==> src/rtl/serial_complementer_if.sv <==
// Handshake and data bundle for serial_complementer.
// Upstream word channel (in_*), downstream result channel (out_*) and a busy flag.
// The master modport is the side that supplies words and consumes results;
// the slave modport is the complementer itself.
interface serial_complementer_if #(
   parameter int W = 8
);
   logic          in_valid;
   logic          in_ready;
   logic [W-1:0]  in_data;
   logic [1:0]    in_mode;
   logic          out_valid;
   logic          out_ready;
   logic [W-1:0]  out_data;
   logic          out_ovf;
   logic          busy;

   modport master (
      output in_valid,
      output in_data,
      output in_mode,
      output out_ready,
      input  in_ready,
      input  out_valid,
      input  out_data,
      input  out_ovf,
      input  busy
   );

   modport slave (
      input  in_valid,
      input  in_data,
      input  in_mode,
      input  out_ready,
      output in_ready,
      output out_valid,
      output out_data,
      output out_ovf,
      output busy
   );
endinterface

==> src/rtl/serial_complementer.sv <==
// serial_complementer: bit-serial pass / ones-complement / twos-complement /
// absolute-value unit. A word is accepted in IDLE, processed one bit per cycle
// LSB first in SHIFT, and held in DONE until the downstream side takes it.
// Optional feature macro: SERIAL_COMP_SAT_EN -- when defined, an overflowing
// twos/abs result (operand is the most negative value) is replaced by the
// most positive value; otherwise the wrapped value (the operand) is returned.
// out_ovf flags the overflow in both builds.
module serial_complementer #(
   parameter int W = 8
) (
   input  logic                  clk,
   input  logic                  rst_n,
   serial_complementer_if.slave  bus
);

   localparam int          CW       = $clog2(W);
   localparam logic [CW-1:0] LAST   = CW'(W - 1);
   localparam logic [W-1:0]  MOSTNEG = {1'b1, {(W-1){1'b0}}};
`ifdef SERIAL_COMP_SAT_EN
   localparam logic [W-1:0]  MOSTPOS = {1'b0, {(W-1){1'b1}}};
`endif

   typedef enum logic [1:0] {
      IDLE  = 2'd0,
      SHIFT = 2'd1,
      DONE  = 2'd2
   } state_t;

   state_t          state_q, state_d;
   logic [W-1:0]    op_q, op_d;
   logic [1:0]      mode_q, mode_d;
   logic            msb_q, msb_d;
   logic [CW-1:0]   cnt_q, cnt_d;
   logic            seen_one_q, seen_one_d;
   logic [W-1:0]    res_q, res_d;
   logic            ovf_q, ovf_d;

   logic            bit_in;
   logic            invert;
   logic            bit_out;
   logic            is_ovf;

   // Per-bit transform: decide whether the current operand bit is inverted.
   // Twos-complement copies up to and including the first 1 and inverts after;
   // absolute value applies that rule only to negative operands.
   always_comb begin
      bit_in  = op_q[cnt_q];
      invert  = 1'b0;
      case (mode_q)
         2'b00:   invert = 1'b0;
         2'b01:   invert = 1'b1;
         2'b10:   invert = seen_one_q;
         2'b11:   invert = msb_q & seen_one_q;
         default: invert = 1'b0;
      endcase
      bit_out = bit_in ^ invert;
      is_ovf  = mode_q[1] && (op_q == MOSTNEG);
   end

   // Next-state and datapath update for the IDLE / SHIFT / DONE sequence.
   always_comb begin
      state_d    = state_q;
      op_d       = op_q;
      mode_d     = mode_q;
      msb_d      = msb_q;
      cnt_d      = cnt_q;
      seen_one_d = seen_one_q;
      res_d      = res_q;
      ovf_d      = ovf_q;
      case (state_q)
         IDLE: begin
            if (bus.in_valid) begin
               op_d       = bus.in_data;
               mode_d     = bus.in_mode;
               msb_d      = bus.in_data[W-1];
               cnt_d      = '0;
               seen_one_d = 1'b0;
               ovf_d      = 1'b0;
               state_d    = SHIFT;
            end
         end
         SHIFT: begin
            res_d      = {bit_out, res_q[W-1:1]};
            seen_one_d = seen_one_q | bit_in;
            if (cnt_q == LAST) begin
               cnt_d   = '0;
               ovf_d   = is_ovf;
               state_d = DONE;
`ifdef SERIAL_COMP_SAT_EN
               if (is_ovf) begin
                  res_d = MOSTPOS;
               end
`endif
            end else begin
               cnt_d = cnt_q + 1'b1;
            end
         end
         DONE: begin
            if (bus.out_ready) begin
               state_d = IDLE;
            end
         end
         default: begin
            state_d = IDLE;
         end
      endcase
   end

   // State and datapath registers; reset discards any word in progress.
   always_ff @(posedge clk or negedge rst_n) begin
      if (!rst_n) begin
         state_q    <= IDLE;
         op_q       <= '0;
         mode_q     <= 2'b00;
         msb_q      <= 1'b0;
         cnt_q      <= '0;
         seen_one_q <= 1'b0;
         res_q      <= '0;
         ovf_q      <= 1'b0;
      end else begin
         state_q    <= state_d;
         op_q       <= op_d;
         mode_q     <= mode_d;
         msb_q      <= msb_d;
         cnt_q      <= cnt_d;
         seen_one_q <= seen_one_d;
         res_q      <= res_d;
         ovf_q      <= ovf_d;
      end
   end

   assign bus.in_ready  = (state_q == IDLE);
   assign bus.out_valid = (state_q == DONE);
   assign bus.busy      = (state_q != IDLE);
   assign bus.out_data  = res_q;
   assign bus.out_ovf   = ovf_q;

endmodule

==> src/flat_wrapper.sv <==
// flat-port wrapper written by rule: the top's interface ports become plain ports
module serial_complementer_flat 
#(
   parameter int W = 8
)
  (clk, rst_n, bus_in_valid, bus_in_data, bus_in_mode, bus_out_ready, bus_in_ready, bus_out_valid, bus_out_data, bus_out_ovf, bus_busy);
  serial_complementer_if #(.W(W)) bus_i ();
  input  logic clk;
  input  logic rst_n;
  input wire logic [$bits(bus_i.in_valid)-1:0] bus_in_valid;
  input wire logic [$bits(bus_i.in_data)-1:0] bus_in_data;
  input wire logic [$bits(bus_i.in_mode)-1:0] bus_in_mode;
  input wire logic [$bits(bus_i.out_ready)-1:0] bus_out_ready;
  output wire logic [$bits(bus_i.in_ready)-1:0] bus_in_ready;
  output wire logic [$bits(bus_i.out_valid)-1:0] bus_out_valid;
  output wire logic [$bits(bus_i.out_data)-1:0] bus_out_data;
  output wire logic [$bits(bus_i.out_ovf)-1:0] bus_out_ovf;
  output wire logic [$bits(bus_i.busy)-1:0] bus_busy;
  assign bus_i.in_valid = bus_in_valid;
  assign bus_i.in_data = bus_in_data;
  assign bus_i.in_mode = bus_in_mode;
  assign bus_i.out_ready = bus_out_ready;
  assign bus_in_ready = bus_i.in_ready;
  assign bus_out_valid = bus_i.out_valid;
  assign bus_out_data = bus_i.out_data;
  assign bus_out_ovf = bus_i.out_ovf;
  assign bus_busy = bus_i.busy;
  serial_complementer #(.W(W)) u_core (.clk(clk), .rst_n(rst_n), .bus(bus_i));
endmodule
==> config.mk <==
export PLATFORM = sky130hd
export DESIGN_NAME = serial_complementer_flat
export DESIGN_NICKNAME = d
export VERILOG_FILES = /design/src/rtl/serial_complementer_if.sv /design/src/rtl/serial_complementer.sv /design/src/flat_wrapper.sv
export SDC_FILE = /design/constraint.sdc
export NUM_CORES = 1
export LEC_CHECK = 0
export CAP_MARGIN = 5
export CORE_MARGIN = 4
export CORE_UTILIZATION = 46
export CTS_CLUSTER_SIZE = 40
export DETAILED_ROUTE_END_ITERATION = 16
export PLACE_DENSITY = 0.75
export SLEW_MARGIN = 20
export SYNTH_ARGS = -nofsm -noshare
export SYNTH_HDL_FRONTEND = slang
export SYNTH_SLANG_ARGS = --single-unit
export TNS_END_PERCENT = 5
==> constraint.sdc <==
create_clock -name clk -period 2.2 [get_ports clk]
set_clock_uncertainty 0.1 [all_clocks]
set_input_delay 0.33 -clock clk [delete_from_list [all_inputs] [get_ports clk]]
set_output_delay 0.33 -clock clk [all_outputs]
set_load 0.01 [all_outputs]
==> flow_metrics.tcl, run 1 <==
set metrics [dict create \
    reg2reg_depth 4 \
    synth.most_common_cell "nand2_1" \
    final_hold_viol_count 0 \
    root_buffer "clkbuf_4" \
    yosysTopAreaCellShare_pct 57.1 \
    cts_resized 0 \
    drive_gt1_share_pct 5.56 \
    clock_latency_ps 310 \
    gp_congestion 0.801 \
    r2r_slack_ps 530 \
    drt-total-wl_mm 2.11 \
    slew_headroom_pct 65.8 \
    ctsHoldBuffers 0 \
    antenna_found_initial 0 \
    yosysTopAreaCell "dfrtp_1" \
    tightest_slew_ps 514 \
    power_density_nw_per_um2 1300 \
    synth_warnings 0 \
    io_pins 26 \
    cp_top_family "buffers and inverters" \
    clockBufferDepth 2 \
    fp.dieH_um 56.8 \
    hpwl_mm 1.61 \
    synthTopCellsByCount "nand2_1 (58), dfrtp_1 (25), clkbuf_1 (4), o21ai_0 (4), nor2b_1 (3)" \
    drt_first_pass_iters 4 \
    diodes 0 \
    netlist_area_um2 1100 \
    avgSynthCellArea_um2 9.45 \
    arrival_ps 1520 \
    crit_start "u_core.state_q[1]$_DFFE_PN0P_" \
    start_kind "flop" \
    fmax_mhz 514 \
    rows 17 \
    ys_types 23 \
    yosys-top-cells-area "dfrtp_1 (57%), nand2_1 (20%), mux4_1 (4.8%)" \
    ys.flop_type "dfrtp_1" \
    layout.nets 161 \
    h-tree-depth 1 \
    worstPathRequired_ps 1770 \
    crit_type "reg -> out" \
    final_max_slew_viol_count 0 \
    synth_cells 116 \
    cts_setup_buffers 0 \
    status "finished, final reports clean" \
    hp-class "in -> async" \
    grt-ovfl-total 0 \
    stdcell_count 172 \
    die_w_um 56.8 \
    slowest_stage "clkdlybuf4s50_1" \
    drcViolationCount 0 \
    via_per_inst 4.92 \
    dp.cells 168 \
    cts_tree "done" \
    core_um2 2230 \
    grt_max_degree 26 \
    first_global_vias 832 \
    tns_ps 0 \
    cap_violations 0 \
    r2r-end "u_core.bus.out_data[7]$_DFFE_PN0P_" \
    worstPathCellList "nor2_1 -> clkdlybuf4s50_1" \
    grt_use_total_pct 14.1 \
    ant_nets 0 \
    die_area_um2 3230 \
    numCtsBuffers 3 \
    synth-edff-count 0 \
    finalSetupViolCount 0 \
    leakagePower_nw 0.696 \
    ir_worst_vdd_mv 0.783 \
    fin_crit_sh_pct 88.5 \
    end_kind "output pin" \
    drtIter0Drc 7 \
    synthesis.nets 132 \
    wl_per_cell_um 12.2 \
    cts.sinks 25 \
    max_stage_delay_ps 580 \
    io_buffers 25 \
    ys_seq_area_share_pct 57.1 \
    n_fill_cell 195 \
    area_growth_syn_to_layout_pct 29.2 \
    cp_max_fo 4 \
    critical_path_buf_inv_count 1 \
    clk_pin_slew_ps 130 \
    r2r-start "u_core.cnt_q[0]$_DFFE_PN0P_" \
    rsz0062_at_grt "false" \
    async_flop_share_pct 100 \
    vias 846 \
    finalCriticalPeriod_ps 1950 \
    utilization_pct 63.4 \
    yosys_register_bits 25 \
    hold_slack_ps 257 \
    start_util_pct 49.1 \
    grt_pass1_wl_mm 3.55 \
]
-- layer usage --
metal / GRT usage (%) / vias to the layer above / part of all wire [%]
li1: - / 431 / -
met1: 15.9 / 391 / 42
met2: 26.4 / 20 / 52
met3: 2.07 / 4 / 5.3
met4: 4.97 / 0 / 1.6
met5: 0 / - / 0
-- final cells by class --
type | instances | area [um^2] | share of cell area [%]
Clock buffer | 3 | 22.5 | 1.59
Clock inverter | 1 | 5.00 | 0.353
Inverter | 2 | 7.51 | 0.530
Multi-Input combinational cell | 85 | 448 | 31.6
Sequential cell | 25 | 626 | 44.2
Tap cell | 28 | 35.0 | 2.47
Timing Repair Buffer | 28 | 273 | 19.3
-- how the worst max path moves through the flow --
| stage | endpoint | cells past startpoint |
|---|---|---|
| floorplan | u_core.bus.out_data[7]$_DFFE_PN0P_ | 4 |
| global placement | u_core.bus.out_ovf$_DFFE_PN0P_ | 4 |
| detailed placement | u_core.bus.out_data[7]$_DFFE_PN0P_ | 4 |
| CTS | bus_in_ready | 2 |
| global route | bus_in_ready | 2 |
| finish | bus_in_ready | 2 |
-- power by group --
| part | internal (mW) | switching [mW] |
|---|---|---|
| registers | 0.663 | 0.166 |
| logic | 0.419 | 0.394 |
| clock network | 0.0680 | 0.136 |
-- worst register-to-register path, stage by stage, from the launching register on --
cell	delay (ps)
dfrtp_1	460
mux4_1	570
mux2i_1	210
xnor2_1	150
o21ai_1	70
-- placed cells by master (no fill, tap or decap), types with 2 or more instances in the layout --
cell             netlist  routed
buf_4                  0       3
clkbuf_4               0       3
clkdlybuf4s50_1        0      25
dfrtp_1               25      25
ha_1                   2       2
inv_1                  2       2
mux4_1                 2       2
nand2_1               58      58
nand2b_1               2       2
nor2b_1                3       3
o21ai_0                4       4
-- logic make-up after synthesis --
family,share of synthesized area [%]
AO/OA/AOI/OAI,4.79
XOR/XNOR,0.799
adder cells (fa/ha/maj),2.28
buffers and inverters,2.05
flip-flops,57.1
multiplexers,6.74
AND/OR/NAND/NOR,26.3
-- through the flow --
stage / worst slack [ps] / instance area, um^2 / power, mW
2_1_floorplan: 642 / 1100 / 1.33
3_3_place_gp: 559 / 1390 / 1.63
3_5_place_dp: 555 / 1390 / 1.67
4_1_cts: 223 / 1420 / 1.87
5_1_grt: 164 / 1420 / 2.01
6_report: 253 / 1420 / 1.85
-- sequential cells by signal, summed over array words and instances (netlist names) --
| register | flops |
|---|---|
| u_core.state_q | 2 |
| u_core.seen_one_q | 1 |
| u_core.cnt_q | 3 |
| u_core.bus.out_ovf | 1 |
| u_core.mode_q | 2 |
| u_core.msb_q | 1 |
| u_core.op_q | 7 |
| u_core.bus.out_data | 8 |
Power figures use the tool's default switching activity.
==> run 2: changes to the inputs <==
--- a/config.mk
+++ b/config.mk
@@ -11,7 +11,6 @@
 export CTS_CLUSTER_SIZE = 40
 export DETAILED_ROUTE_END_ITERATION = 16
 export PLACE_DENSITY = 0.75
-export SLEW_MARGIN = 20
 export SYNTH_ARGS = -nofsm -noshare
 export SYNTH_HDL_FRONTEND = slang
 export SYNTH_SLANG_ARGS = --single-unit
==> constraint.sdc (replaced) <==
create_clock -name clk -period 2.5 [get_ports clk]
set_clock_uncertainty 0.1 [all_clocks]
set_input_delay 0.375 -clock clk [delete_from_list [all_inputs] [get_ports clk]]
set_output_delay 0.375 -clock clk [all_outputs]
set_load 0.01 [all_outputs]
==> flow_metrics.tcl, run 2 (synthesized netlist as in run 1, its figures left out) <==
set metrics [dict create \
    status "finished, final reports clean" \
    arrival_ps 1510 \
    rows 17 \
    final_common_cell "nand2_1" \
    ir_worst_vdd_mv 0.635 \
    fin_area_um2 1420 \
    leakagePower_nw 0.694 \
    stdcell_count 172 \
    tightest_slew_ps 539 \
    final_hold_viol_count 0 \
    root_buffer "clkbuf_4" \
    drt_first_pass_iters 4 \
    cts.sinks 25 \
    numCtsBuffers 3 \
    grt_pass1_wl_mm 3.61 \
    fp.dieH_um 56.8 \
    area_growth_syn_to_layout_pct 29.1 \
    utilization_pct 63.4 \
    fin_crit_sh_pct 79.6 \
    grt_use_total_pct 14.2 \
    cts_resized 0 \
    core_um2 2230 \
    cts_tree "done" \
    cts_setup_buffers 0 \
    gp_congestion 0.800 \
    clock_latency_ps 310 \
    hpwl_mm 1.49 \
    grt_max_degree 26 \
    cap_violations 0 \
    via_per_inst 4.89 \
    crit_start "u_core.state_q[1]$_DFFE_PN0P_" \
    ctsHoldBuffers 0 \
    grt-ovfl-total 0 \
    ant_nets 0 \
    r2r-start "u_core.cnt_q[0]$_DFFE_PN0P_" \
    drive_gt1_share_pct 4.86 \
    worstPathRequired_ps 2030 \
    fmax_mhz 503 \
    vias 841 \
    rsz0062_at_grt "false" \
    die_area_um2 3230 \
    n_fill_cell 192 \
    start_util_pct 49.1 \
    hp-class "in -> async" \
    placed_cell_area_um2 1390 \
    slew_headroom_pct 64.1 \
    drt-total-wl_mm 2.04 \
    finalSetupViolCount 0 \
    h-tree-depth 1 \
    first_global_vias 870 \
    clockBufferDepth 2 \
    diodes 0 \
    r2r-end "u_core.bus.out_data[7]$_DFFE_PN0P_" \
    start_kind "flop" \
    final_cell_mix "nand2_1 (58), clkdlybuf4s50_1 (25), dfrtp_1 (25)" \
    antenna_found_initial 0 \
    die_w_um 56.8 \
    crit_type "reg -> out" \
    tns_ps 0 \
    end_kind "output pin" \
    largest_reg_flops 8 \
    layout.nets 161 \
    io_buffers 25 \
    hold_slack_ps 308 \
    finalCriticalPeriod_ps 1990 \
    wl_per_cell_um 11.9 \
    drtIter0Drc 41 \
    reg2reg_depth 4 \
    cp_max_fo 4 \
    clk_pin_slew_ps 130 \
    drcViolationCount 0 \
    final_max_slew_viol_count 0 \
    io_pins 26 \
    power_density_nw_per_um2 1150 \
    dp.cells 168 \
    r2r_slack_ps 820 \
]
-- run 2: area by class of cell --
cell class	count	area, um^2	area share [%]
multi-input cells	85	448	31.7
well taps	28	35.0	2.48
repair buffers	28	273	19.3
flip-flops and latches	25	626	44.2
clock buffers	4	26.3	1.86
inverters	2	7.51	0.531
-- run 2: worst max path at each step --
stage	endpoint	slack, ps	cells past startpoint
2_1_floorplan	u_core.bus.out_data[7]$_DFFE_PN0P_	940	4
3_3_place_gp	u_core.bus.out_ovf$_DFFE_PN0P_	710	5
3_5_place_dp	u_core.bus.out_ovf$_DFFE_PN0P_	700	5
4_1_cts	bus_in_ready	500	2
5_1_grt	bus_in_ready	440	2
6_report	bus_in_ready	510	2
-- run 2: power by group --
| group | internal [mW] | leakage, nW | switching, mW | total, mW |
|---|---|---|---|---|
| clock network | 0.0623 | 0.0150 | 0.114 | 0.176 |
| logic | 0.370 | 0.366 | 0.349 | 0.719 |
| registers | 0.583 | 0.312 | 0.143 | 0.726 |
| total | 1.02 | 0.694 | 0.606 | 1.62 |
-- run 2: routing by layer --
metal / share of wire, % / up-vias / GRT usage, %
li1: - / 432 / -
met1: 42 / 385 / 15.5
met2: 51 / 22 / 25.4
met3: 6.9 / 2 / 2.99
met4: 0.59 / 0 / 7.28
met5: 0 / - / 0
-- run 2: stage by stage --
step / worst slack (ps) / power, mW
after floorplan: 942 / 1.17
after global routing: 436 / 1.77
after CTS: 497 / 1.65
after detailed placement: 701 / 1.47
after global placement: 708 / 1.43
final: 511 / 1.62
-- run 2: worst max-delay path, stage by stage, from the launching register on --
cell and delay [ps]:
dfrtp_1 430, nor2_1 200, clkdlybuf4s50_1 580
